==> src/rtl/opc2_boot_loader_if.sv <==
// Boot loader port bundle: byte-stream handshake, CPU memory request,
// shared memory port and loader status.
interface opc2_boot_loader_if;
    logic       load_start;
    logic [7:0] rx_data;
    logic       rx_valid;
    logic       rx_ready;
    logic       cpu_reset_b;
    logic [9:0] cpu_address;
    logic       cpu_rnw;
    logic [7:0] cpu_wdata;
    logic [9:0] mem_address;
    logic       mem_we;
    logic [7:0] mem_wdata;
    logic       busy;
    logic       done;
    logic       error;

    // Host / CPU / memory side
    modport master (
        output load_start, rx_data, rx_valid, cpu_address, cpu_rnw, cpu_wdata,
        input  rx_ready, cpu_reset_b, mem_address, mem_we, mem_wdata, busy, done, error
    );

    // Loader side
    modport slave (
        input  load_start, rx_data, rx_valid, cpu_address, cpu_rnw, cpu_wdata,
        output rx_ready, cpu_reset_b, mem_address, mem_we, mem_wdata, busy, done, error
    );
endinterface

==> src/rtl/opc2_boot_loader.sv <==
// OPC2 boot loader: receives a length-prefixed image over a byte stream,
// writes it to memory from LOAD_BASE, checks an optional 8-bit sum and
// releases the CPU from reset once the image is accepted.
module opc2_boot_loader #(
    parameter logic [9:0] LOAD_BASE = 10'h100,
    parameter bit         CSUM_EN   = 1'b1
) (
    input  logic               clk,
    input  logic               reset_b,
    opc2_boot_loader_if.slave  bus
);

    typedef enum logic [2:0] {
        S_IDLE,
        S_LEN_HI,
        S_LEN_LO,
        S_DATA,
        S_CSUM,
        S_RUN,
        S_ERROR
    } state_t;

    state_t     state_q, state_d;
    logic [1:0] len_hi_q;
    logic [9:0] remain_q;
    logic [7:0] sum_q;
    logic [9:0] ptr_q;
    logic       ld_we_q;
    logic [9:0] ld_addr_q;
    logic [7:0] ld_wdata_q;
    logic       rx_ready_q;
    logic       cpu_reset_b_q;
    logic       busy_q;
    logic       done_q;
    logic       error_q;
    logic       xfer;

    // Next-state decode; a transfer is only possible in a receiving state
    always_comb begin
        xfer    = bus.rx_valid && rx_ready_q;
        state_d = state_q;
        case (state_q)
            S_IDLE:   if (bus.load_start) state_d = S_LEN_HI;
            S_LEN_HI: if (xfer) state_d = S_LEN_LO;
            S_LEN_LO: begin
                if (xfer) begin
                    if ({len_hi_q, bus.rx_data} == 10'd0)
                        state_d = CSUM_EN ? S_CSUM : S_RUN;
                    else
                        state_d = S_DATA;
                end
            end
            S_DATA:   if (xfer && remain_q == 10'd1) state_d = CSUM_EN ? S_CSUM : S_RUN;
            S_CSUM:   if (xfer) state_d = (bus.rx_data == sum_q) ? S_RUN : S_ERROR;
            S_RUN,
            S_ERROR:  if (bus.load_start) state_d = S_LEN_HI;
            default:  state_d = S_IDLE;
        endcase
    end

    // FSM, datapath and registered outputs. rx_ready follows the next state so
    // it is high exactly while receiving; status lags the state by one cycle,
    // which lets the final data write land before done hands the port over.
    always_ff @(posedge clk or negedge reset_b) begin
        if (!reset_b) begin
            state_q       <= S_IDLE;
            len_hi_q      <= '0;
            remain_q      <= '0;
            sum_q         <= '0;
            ptr_q         <= LOAD_BASE;
            ld_we_q       <= 1'b0;
            ld_addr_q     <= '0;
            ld_wdata_q    <= '0;
            rx_ready_q    <= 1'b0;
            cpu_reset_b_q <= 1'b0;
            busy_q        <= 1'b0;
            done_q        <= 1'b0;
            error_q       <= 1'b0;
        end else begin
            state_q       <= state_d;
            rx_ready_q    <= state_d inside {S_LEN_HI, S_LEN_LO, S_DATA, S_CSUM};
            busy_q        <= state_q inside {S_LEN_HI, S_LEN_LO, S_DATA, S_CSUM};
            done_q        <= (state_q == S_RUN);
            cpu_reset_b_q <= (state_q == S_RUN);
            error_q       <= (state_q == S_ERROR);
            ld_we_q       <= 1'b0;
            if (xfer) begin
                case (state_q)
                    S_LEN_HI: len_hi_q <= bus.rx_data[1:0];
                    S_LEN_LO: begin
                        remain_q <= {len_hi_q, bus.rx_data};
                        sum_q    <= '0;
                        ptr_q    <= LOAD_BASE;
                    end
                    S_DATA: begin
                        ld_we_q    <= 1'b1;
                        ld_addr_q  <= ptr_q;
                        ld_wdata_q <= bus.rx_data;
                        sum_q      <= sum_q + bus.rx_data;
                        ptr_q      <= ptr_q + 10'd1;
                        remain_q   <= remain_q - 10'd1;
                    end
                    default: ;
                endcase
            end
        end
    end

    // Memory port: CPU pass-through while running, loader otherwise
    always_comb begin
        bus.rx_ready    = rx_ready_q;
        bus.cpu_reset_b = cpu_reset_b_q;
        bus.busy        = busy_q;
        bus.done        = done_q;
        bus.error       = error_q;
        if (done_q) begin
            bus.mem_address = bus.cpu_address;
            bus.mem_wdata   = bus.cpu_wdata;
            bus.mem_we      = ~bus.cpu_rnw;
        end else begin
            bus.mem_address = ld_addr_q;
            bus.mem_wdata   = ld_wdata_q;
            bus.mem_we      = ld_we_q;
        end
    end

endmodule

==> src/flat_wrapper.sv <==
// flat-port wrapper written by rule: the top's interface ports become plain ports
module opc2_boot_loader_flat 
#(
    parameter logic [9:0] LOAD_BASE = 10'h100,
    parameter bit         CSUM_EN   = 1'b1
)
  (clk, reset_b, bus_load_start, bus_rx_data, bus_rx_valid, bus_cpu_address, bus_cpu_rnw, bus_cpu_wdata, bus_rx_ready, bus_cpu_reset_b, bus_mem_address, bus_mem_we, bus_mem_wdata, bus_busy, bus_done, bus_error);
  opc2_boot_loader_if bus_i ();
  input  logic clk;
  input  logic reset_b;
  input wire logic [$bits(bus_i.load_start)-1:0] bus_load_start;
  input wire logic [$bits(bus_i.rx_data)-1:0] bus_rx_data;
  input wire logic [$bits(bus_i.rx_valid)-1:0] bus_rx_valid;
  input wire logic [$bits(bus_i.cpu_address)-1:0] bus_cpu_address;
  input wire logic [$bits(bus_i.cpu_rnw)-1:0] bus_cpu_rnw;
  input wire logic [$bits(bus_i.cpu_wdata)-1:0] bus_cpu_wdata;
  output wire logic [$bits(bus_i.rx_ready)-1:0] bus_rx_ready;
  output wire logic [$bits(bus_i.cpu_reset_b)-1:0] bus_cpu_reset_b;
  output wire logic [$bits(bus_i.mem_address)-1:0] bus_mem_address;
  output wire logic [$bits(bus_i.mem_we)-1:0] bus_mem_we;
  output wire logic [$bits(bus_i.mem_wdata)-1:0] bus_mem_wdata;
  output wire logic [$bits(bus_i.busy)-1:0] bus_busy;
  output wire logic [$bits(bus_i.done)-1:0] bus_done;
  output wire logic [$bits(bus_i.error)-1:0] bus_error;
  assign bus_i.load_start = bus_load_start;
  assign bus_i.rx_data = bus_rx_data;
  assign bus_i.rx_valid = bus_rx_valid;
  assign bus_i.cpu_address = bus_cpu_address;
  assign bus_i.cpu_rnw = bus_cpu_rnw;
  assign bus_i.cpu_wdata = bus_cpu_wdata;
  assign bus_rx_ready = bus_i.rx_ready;
  assign bus_cpu_reset_b = bus_i.cpu_reset_b;
  assign bus_mem_address = bus_i.mem_address;
  assign bus_mem_we = bus_i.mem_we;
  assign bus_mem_wdata = bus_i.mem_wdata;
  assign bus_busy = bus_i.busy;
  assign bus_done = bus_i.done;
  assign bus_error = bus_i.error;
  opc2_boot_loader #(.LOAD_BASE(LOAD_BASE), .CSUM_EN(CSUM_EN)) u_core (.clk(clk), .reset_b(reset_b), .bus(bus_i));
endmodule
==> config.mk <==
export PLATFORM = sky130hd
export DESIGN_NAME = opc2_boot_loader_flat
export DESIGN_NICKNAME = d
export VERILOG_FILES = /design/src/rtl/opc2_boot_loader_if.sv /design/src/rtl/opc2_boot_loader.sv /design/src/flat_wrapper.sv
export SDC_FILE = /design/constraint.sdc
export NUM_CORES = 1
export LEC_CHECK = 0
export CORE_MARGIN = 8
export CORE_UTILIZATION = 39
export DETAILED_ROUTE_END_ITERATION = 8
export REMOVE_ABC_BUFFERS = 1
export SYNTH_ARGS = -nofsm -noshare
export SYNTH_HDL_FRONTEND = slang
export SYNTH_SLANG_ARGS = --single-unit
export TNS_END_PERCENT = 10
==> constraint.sdc <==
create_clock -name clk -period 3.45 [get_ports clk]
set_clock_uncertainty 0.05 [all_clocks]
set_input_delay 0.69 -clock clk [delete_from_list [all_inputs] [get_ports clk]]
set_output_delay 0.69 -clock clk [all_outputs]
set_load 0.005 [all_outputs]
==> results of run 1 <==
-- cell usage in the layout (no fill, tap or decap), types with 10 or more instances in the layout --
cell type,Yosys,final
clkdlybuf4s50_1,0,53
dfrtp_1,55,55
o21ai_0,39,39
nor2_1,20,20
ha_1,10,10
a21oi_1,15,15
nand3_1,10,10
mux2_2,20,20
nand2_1,78,78
-- power breakdown --
part	switching (W)	leakage (nW)	internal (W)
Clock	0.000206	0.0515	0.000184
Sequential	0.000203	0.725	0.000867
Combinational	0.000560	0.968	0.000552
Total	0.000969	1.74	0.00160
-- through the flow --
step	area [sq um]	total power [W]	utilization	hold slack, ns
finish	3840	0.00257	0.495	0.294
global route	3840	0.00279	0.495	0.328
CTS	3840	0.00260	0.495	0.306
detailed placement	3740	0.00220	0.482	0.409
global placement	3740	0.00218	0.482	0.406
floorplan	3040	0.00176	-	0.344
-- layer usage --
layer  vias up  wire length (um)  GRT usage
met3         2               361     0.0347
met5         -                 0          0
met4         0                27     0.0312
li1       1303                 -          -
met1      1260              3420      0.167
met2        52              3580      0.232
-- worst paths after layout --
kind	slack [ns]	start	depth (start not counted)	to
min in group clk	0.43	u_core.ld_addr_q[3]	2	u_core.ld_addr_q[3]
min	0.29	reset_b	1	u_core.ld_addr_q[5]
max reg2reg	1.05	u_core.state_q[0]	7	u_core.ptr_q[8]
min reg2reg	0.43	u_core.ld_addr_q[3]	2	u_core.ld_addr_q[3]
max	0.80	bus_rx_data[0]	9	u_core.sum_q[6]
max in group asynchronous	2.20	reset_b	2	u_core.ptr_q[8]
-- sequential cells by signal, indices dropped and copies added (netlist names) --
signal and flops:
u_core.ld_addr_q 10, u_core.ptr_q 10, u_core.remain_q 10, u_core.ld_wdata_q 8
u_core.sum_q 8, u_core.state_q 3, u_core.len_hi_q 2, u_core.bus.busy 1
u_core.bus.cpu_reset_b 1, u_core.bus.error 1, u_core.bus.rx_ready 1, u_core.ld_we_q 1
-- worst register-to-register path: stages (launching register included) --
cell	delay (ns)
dfrtp_1	0.76
nand3b_4	0.33
or2_1	0.33
inv_2	0.23
and3_1	0.25
nand4_1	0.13
xor2_1	0.16
o21ai_1	0.08
-- kinds of logic (layout without fill, tap and decap cells) --
logic type,Yosys count,in the layout
flops,56,56
buf+inv,27,75
simple gates,143,143
mux,23,23
compound gates,77,77
fa+ha+maj,11,11
xor+xnor,10,10
-- cell type report --
class / count / area [sq um]
fill: 777 / 3920
multi-input combinational: 264 / 1610
sequential: 56 / 1400
timing repair buffer: 60 / 581
tap: 102 / 128
clock buffer: 8 / 100
inverter: 7 / 26.3
==> results.cfg, run 1 <==
[power_and_ir_drop]
powerDensity_nw_per_um2 = 669
p_leak_nw = 1.74
max-vdd-ir-drop_v = 0.000308

[timing]
post-route-min-period_ns = 2.65
final-hold-violation-count = 0
slew_headroom = 0.550
setup-tns-final_ns = 0
setup_violations = 0
min_period_over_period = 0.767
fmax_ghz = 0.378
worst_slack_ns = 0.805
rsz0062_at_grt = false
worstMarginPinSlew_ns = 0.676
drv_slew = 0

[die]
start_util = 0.405
die_h_um = 106
die_x_um = 106
die-area_sq_um = 11200
core_sq_um = 7770
ios = 55
rows = 32

[logic_synthesis]
dominantRegCellSynth = dfrtp_1
synth_cell_types = 49
synth_cells = 347
synth_adder_area_share = 0.0462
synth_xor_area_frac = 0.0279
synth_top_area_share = 0.438
synth_top_family_by_area = simple AND/OR/NAND/NOR gates
synth.area.top_cells = dfrtp_1 44%, nand2_1 9.3%, mux2_2 7.2%
yosys_warnings = 0
synthesis.area_sq_um = 3140
yosys-top-cells-count = 78 x nand2_1, 55 x dfrtp_1, 39 x o21ai_0
ys_async_sr_fraction = 1.00
synth_edf_count = 0
synth-compound-area-share = 0.143
yosys.area_share.simple = 0.213
yosysSeqAreaShare = 0.446
synthMuxAreaShare = 0.0812
post_synth.cell_area_avg_sq_um = 9.06
ys_ff_latch = 56
yosysMostFrequentCell = nand2_1
yosysTopAreaCell = dfrtp_1

[global_route]
track_usage = 0.136
grt_max_degree = 35
antenna_found_initial = 0
grt_pass1_wl_mm = 12.7
grt_pass1_vias = 2626
overflow = 0

[worst_setup_path]
crit_top_cell = a21oi_1
critPathMaxFanout = 5
cp_num_buf_inv = 1
cp-end-kind = flop
max_stage_delay_ns = 0.49
critPathTopFamily = compound AO/OA/AOI/OAI gates
critPathKind = in -> reg
slowest_stage = clkdlybuf4s50_1
critPathLaunchType = input port
required_ns = 3.58
worstPathArrival_ns = 2.78
crit_chain = clkdlybuf4s50_1, ha_1, fa_1, a21o_1, a21oi_1, o21bai_1, a21oi_1, xor2_1, o21ai_0

[drt]
first_pass_iters = 4
routed-via-count = 2617
postRouteAntennaNets = 0
finalWirelength_mm = 7.39
wire_per_inst_um = 14.9
drc = 0
viasPerCell = 5.27
drt_iter0_drc = 112

[clock_network]
cts_resized = 0
cts_tree = done
cts_setup_buffers = 0
insertion_delay_ns = 0.31
cts_buffers = 5
cts.path.max_buffers = 2
cts_sinks = 56
clk_pin_slew_ns = 0.10
holdBufCountCts = 0
root_buffer = clkbuf_8
htree_levels = 2

[place]
pre_cts_ws_ns = 0.491
gp_congestion = 0.827
dp.cells = 489
io_buffers = 54
hpwl_mm = 5.38

[layout]
antennaDiodeCount = 0
layoutNonFillerInstCount = 497
area_growth_pct = 22.2
nets = 436
drive_above_1_share = 0.101

[outcome]
outcome = finished, final reports clean

[worst_hold_path]
hp-class = in -> async

[flow_run]
cap_violations = 0
No activity file was read; power rests on OpenSTA's default activity.
==> inputs of run 2 (changes only) <==
==> constraint.sdc (replaced) <==
create_clock -name clk -period 2.3 [get_ports clk]
set_clock_uncertainty 0.05 [all_clocks]
set_input_delay 0.46 -clock clk [delete_from_list [all_inputs] [get_ports clk]]
set_output_delay 0.46 -clock clk [all_outputs]
set_load 0.005 [all_outputs]
==> results.cfg, run 2 (same netlist as run 1, synthesis figures left out) <==
[global_route]
grt_pass1_vias = 2777
track_usage = 0.135
grt_max_degree = 57
antenna_found_initial = 0
overflow = 0
grt_pass1_wl_mm = 12.9

[power_and_ir_drop]
powerDensity_nw_per_um2 = 989
p_leak_nw = 1.89
power_w = 0.00405
max-vdd-ir-drop_v = 0.000499

[worst_setup_path]
required_ns = 2.45
critPathMaxFanout = 2
worstPathArrival_ns = 2.35
critPathLaunchType = input port
critPathKind = in -> reg
cp-end-kind = flop

[place]
io_buffers = 54
hpwl_mm = 5.63
gp_congestion = 0.831
dpl_cell_area_sq_um = 3960

[layout]
layout_common_cells = 78 x nand2_1, 55 x dfrtp_1, 52 x clkdlybuf4s50_1
area_growth_pct = 30.2
nets = 463
largest_registers = u_core.ld_addr_q: 10 flops, u_core.ptr_q: 10 flops, u_core.remain_q: 10 flops
drive_above_1_share = 0.173
post-route-util = 0.527
multi_input_area_sq_um = 1640
final_common_cell = nand2_1
n_fill_cell = 752
regArea_sq_um = 1400
antennaDiodeCount = 0
fin_area_sq_um = 4100

[flow_run]
cap_violations = 0

[drt]
drt_iter0_drc = 128
finalWirelength_mm = 7.61
wire_per_inst_um = 14.5
first_pass_iters = 4
routed-via-count = 2716
drc = 0
viasPerCell = 5.18
postRouteAntennaNets = 0

[clock_network]
holdBufCountCts = 0
cts_buffers = 5
clk_pin_slew_ns = 0.10
htree_levels = 2
insertion_delay_ns = 0.30
cts_sinks = 56
cts_tree = done
root_buffer = clkbuf_8
cts.path.max_buffers = 2

[worst_hold_path]
hp-class = in -> async

[die]
core_sq_um = 7770
rows = 32
die_h_um = 106
die_x_um = 106
ios = 55
die-area_sq_um = 11200
start_util = 0.405

[timing]
setup_violations = 0
post-route-min-period_ns = 2.21
min_period_over_period = 0.959
slew_headroom = 0.695
setup-tns-final_ns = 0
worstMarginPinSlew_ns = 0.454
final-hold-violation-count = 0
fmax_ghz = 0.453
drv_slew = 0

[outcome]
outcome = finished, final reports clean
[run 2: cell types whose count changed in the layout (fill, tap and decap cells not counted), moves of 2 or more]
cell      before  now
buf_4          6   31
clkinv_2       0    2
ha_1          10    7
ha_2           0    2
[run 2: final timing paths]
kind                       cells after the start  slack [ns]                 from                   to
setup / recovery                               9        0.09       bus_rx_data[0]      u_core.sum_q[6]
hold / removal                                 2        0.09              reset_b      u_core.ptr_q[9]
setup reg to reg                               8        0.31      u_core.sum_q[0]      u_core.sum_q[6]
hold reg to reg                                2        0.43  u_core.ld_addr_q[4]  u_core.ld_addr_q[4]
max in group asynchronous                      2        1.81              reset_b      u_core.ptr_q[8]
min in group clk                               2        0.43  u_core.ld_addr_q[4]  u_core.ld_addr_q[4]
[run 2: routing by layer]
| layer | wire, um | share of wire | GRT usage |
|---|---|---|---|
| met1 | 3460 | 0.45 | 0.168 |
| met2 | 3850 | 0.51 | 0.236 |
| met3 | 268 | 0.035 | 0.0244 |
| met4 | 27 | 0.0035 | 0.0332 |
| met5 | 0 | 0 | 0 |
[run 2: final cells by class]
| type | instances | area share |
|---|---|---|
| multi-input cells | 264 | 0.401 |
| inverters | 7 | 0.00642 |
| clock buffers | 6 | 0.0202 |
| clock inverters | 2 | 0.00244 |
| well taps | 102 | 0.0312 |
| repair buffers | 87 | 0.196 |
| flip-flops and latches | 56 | 0.343 |
[run 2: worst max-delay path, cell delays in order]
cell	delay (ns)
clkdlybuf4s50_1	0.43
ha_2	0.21
fa_1	0.40
a21o_1	0.21
a21oi_2	0.15
o21bai_1	0.07
a21oi_1	0.17
xor2_1	0.16
o21ai_0	0.08
[run 2: metrics by stage]
step,worst slack (ns),instances,hold WS [ns]
6_report,0.0937,524,0.0915
5_1_grt,-0.00837,524,0.128
4_1_cts,0.00328,524,0.110
3_5_place_dp,-0.323,516,0.409
3_3_place_gp,-0.239,516,0.404
2_1_floorplan,-0.139,327,0.114
[run 2: repair_timing]
item | 4_1_cts | 5_1_grt
buffers inserted | 0 | 0
gates resized for setup | 0 | 9
endpoints found under the hold margin | 0 | 0
setup endpoints to repair | 0 | 8
[run 2: report_power, final]
| part | internal, W | switching (W) | leakage [nW] |
|---|---|---|---|
| Combinational | 0.000995 | 0.000926 | 1.12 |
| Clock | 0.000241 | 0.000310 | 0.0510 |
| Sequential | 0.00130 | 0.000277 | 0.725 |
| Total | 0.00254 | 0.00151 | 1.89 |
==> inputs of run 3 (changes only) <==
==> constraint.sdc (replaced) <==
create_clock -name clk -period 2.4 [get_ports clk]
set_clock_uncertainty 0.05 [all_clocks]
set_input_delay 0.48 -clock clk [delete_from_list [all_inputs] [get_ports clk]]
set_output_delay 0.48 -clock clk [all_outputs]
set_load 0.005 [all_outputs]
==> results.cfg, run 3 (same netlist as run 1, synthesis figures left out) <==
[outcome]
outcome = finished, final reports clean

[clock_network]
cts.path.max_buffers = 2
holdBufCountCts = 0
cts_buffers = 5
htree_levels = 2
cts_resized = 0
clk_pin_slew_ns = 0.11
cts_setup_buffers = 0
insertion_delay_ns = 0.32
cts_tree = done
root_buffer = clkbuf_8
cts_sinks = 56

[drt]
routed-via-count = 2674
viasPerCell = 5.18
wire_per_inst_um = 14.8
finalWirelength_mm = 7.65
drc = 0
first_pass_iters = 4
drt_iter0_drc = 107
postRouteAntennaNets = 0

[layout]
post-route-util = 0.518
layout_common_cells = 78 x nand2_1, 55 x dfrtp_1, 53 x clkdlybuf4s50_1
drive_above_1_share = 0.145
final_common_cell = nand2_1
largest_registers = u_core.ld_addr_q: 10 flops, u_core.ptr_q: 10 flops, u_core.remain_q: 10 flops
antennaDiodeCount = 0
area_growth_pct = 28.1
nets = 455

[flow_run]
cap_violations = 0

[timing]
post-route-min-period_ns = 2.30
fmax_ghz = 0.434
final-hold-violation-count = 0
worst_slack_ns = 0.0964
rsz0062_at_grt = false
hold_ws_ns = 0.118
setup_violations = 0
slew_headroom = 0.582
worstMarginPinSlew_ns = 0.627
setup-tns-final_ns = 0
drv_slew = 0
min_period_over_period = 0.960

[worst_setup_path]
cp-startpoint = bus_rx_data[1]
max_stage_delay_ns = 0.45
cp_num_buf_inv = 1
required_ns = 2.56
slowest_stage = clkdlybuf4s50_1
r2r_start = u_core.sum_q[1]
worstPathArrival_ns = 2.46
critPathLaunchType = input port
cp-end-kind = flop
crit_chain = clkdlybuf4s50_1, ha_1, nor4_2, nand3_1, a211oi_2, nand2_1, nand4b_1, mux2i_1
critPathKind = in -> reg
critPathMaxFanout = 2
critPathTopFamily = simple AND/OR/NAND/NOR gates

[die]
die_x_um = 106
core_sq_um = 7770
die_h_um = 106
ios = 55
die-area_sq_um = 11200
start_util = 0.405
rows = 32

[place]
gp_congestion = 0.833
hpwl_mm = 5.59
io_buffers = 54
pre_cts_ws_ns = -0.230

[global_route]
grt_pass1_vias = 2719
overflow = 0
grt_pass1_wl_mm = 13.1
grt_max_degree = 33
antenna_found_initial = 0
track_usage = 0.140

[power_and_ir_drop]
powerDensity_nw_per_um2 = 970
p_leak_nw = 1.85
max-vdd-ir-drop_v = 0.000652

[worst_hold_path]
hp-class = in -> async
[run 3: cell types whose count changed in the layout (fill, tap and decap cells not counted), moves of 2 or more]
cell      previous run  this run
buf_4               31        23
ha_1                 7        10
clkinv_2             2         0
ha_2                 2         0
[run 3: path summary, 6_finish.rpt]
path                                       end  slack, ns  depth (start not counted)
setup / recovery           u_core.bus.rx_ready        0.1                          8
hold / removal                 u_core.ptr_q[4]       0.12                          1
setup reg to reg           u_core.bus.rx_ready       0.30                          7
hold reg to reg            u_core.ld_addr_q[0]       0.43                          2
max in group asynchronous      u_core.ptr_q[8]       1.52                          2
min in group clk           u_core.ld_addr_q[0]       0.43                          2
[run 3: layout make-up]
type                    count  area (sq um)
clock buffers               5          68.8
clock inverters             3          46.3
fillers                   752          3740
inverters                   7          26.3
multi-input cells         264          1610
flip-flops and latches     56          1400
well taps                 102           128
repair buffers             79           748
[run 3: power breakdown]
group	switching, W	internal (W)
registers	0.000274	0.00125
clock network	0.000329	0.000315
logic	0.000853	0.000889
total	0.00146	0.00245
[run 3: metrics by stage]
stage / area (sq um) / std cells / power [W]
final: 4030 / 516 / 0.00391
after global routing: 4030 / 516 / 0.00423
after CTS: 4030 / 516 / 0.00394
after detailed placement: 3910 / 508 / 0.00329
after global placement: 3910 / 508 / 0.00323
after floorplan: 3040 / 327 / 0.00253
[run 3: worst register-to-register path: cells and delay by family (launching register included)]
kind            cells  cell delay [ns]
simple gates        4             0.75
flops               1             0.44
compound gates      1             0.28
fa+ha+maj           1             0.33
mux                 1             0.15
[run 3: per-layer routing]
layer / up-vias / track usage / part of all wire
met5: - / 0 / 0
met4: 0 / 0.0332 / 0.013
met3: 12 / 0.0335 / 0.050
met2: 55 / 0.233 / 0.48
met1: 1265 / 0.179 / 0.46
li1: 1342 / - / -
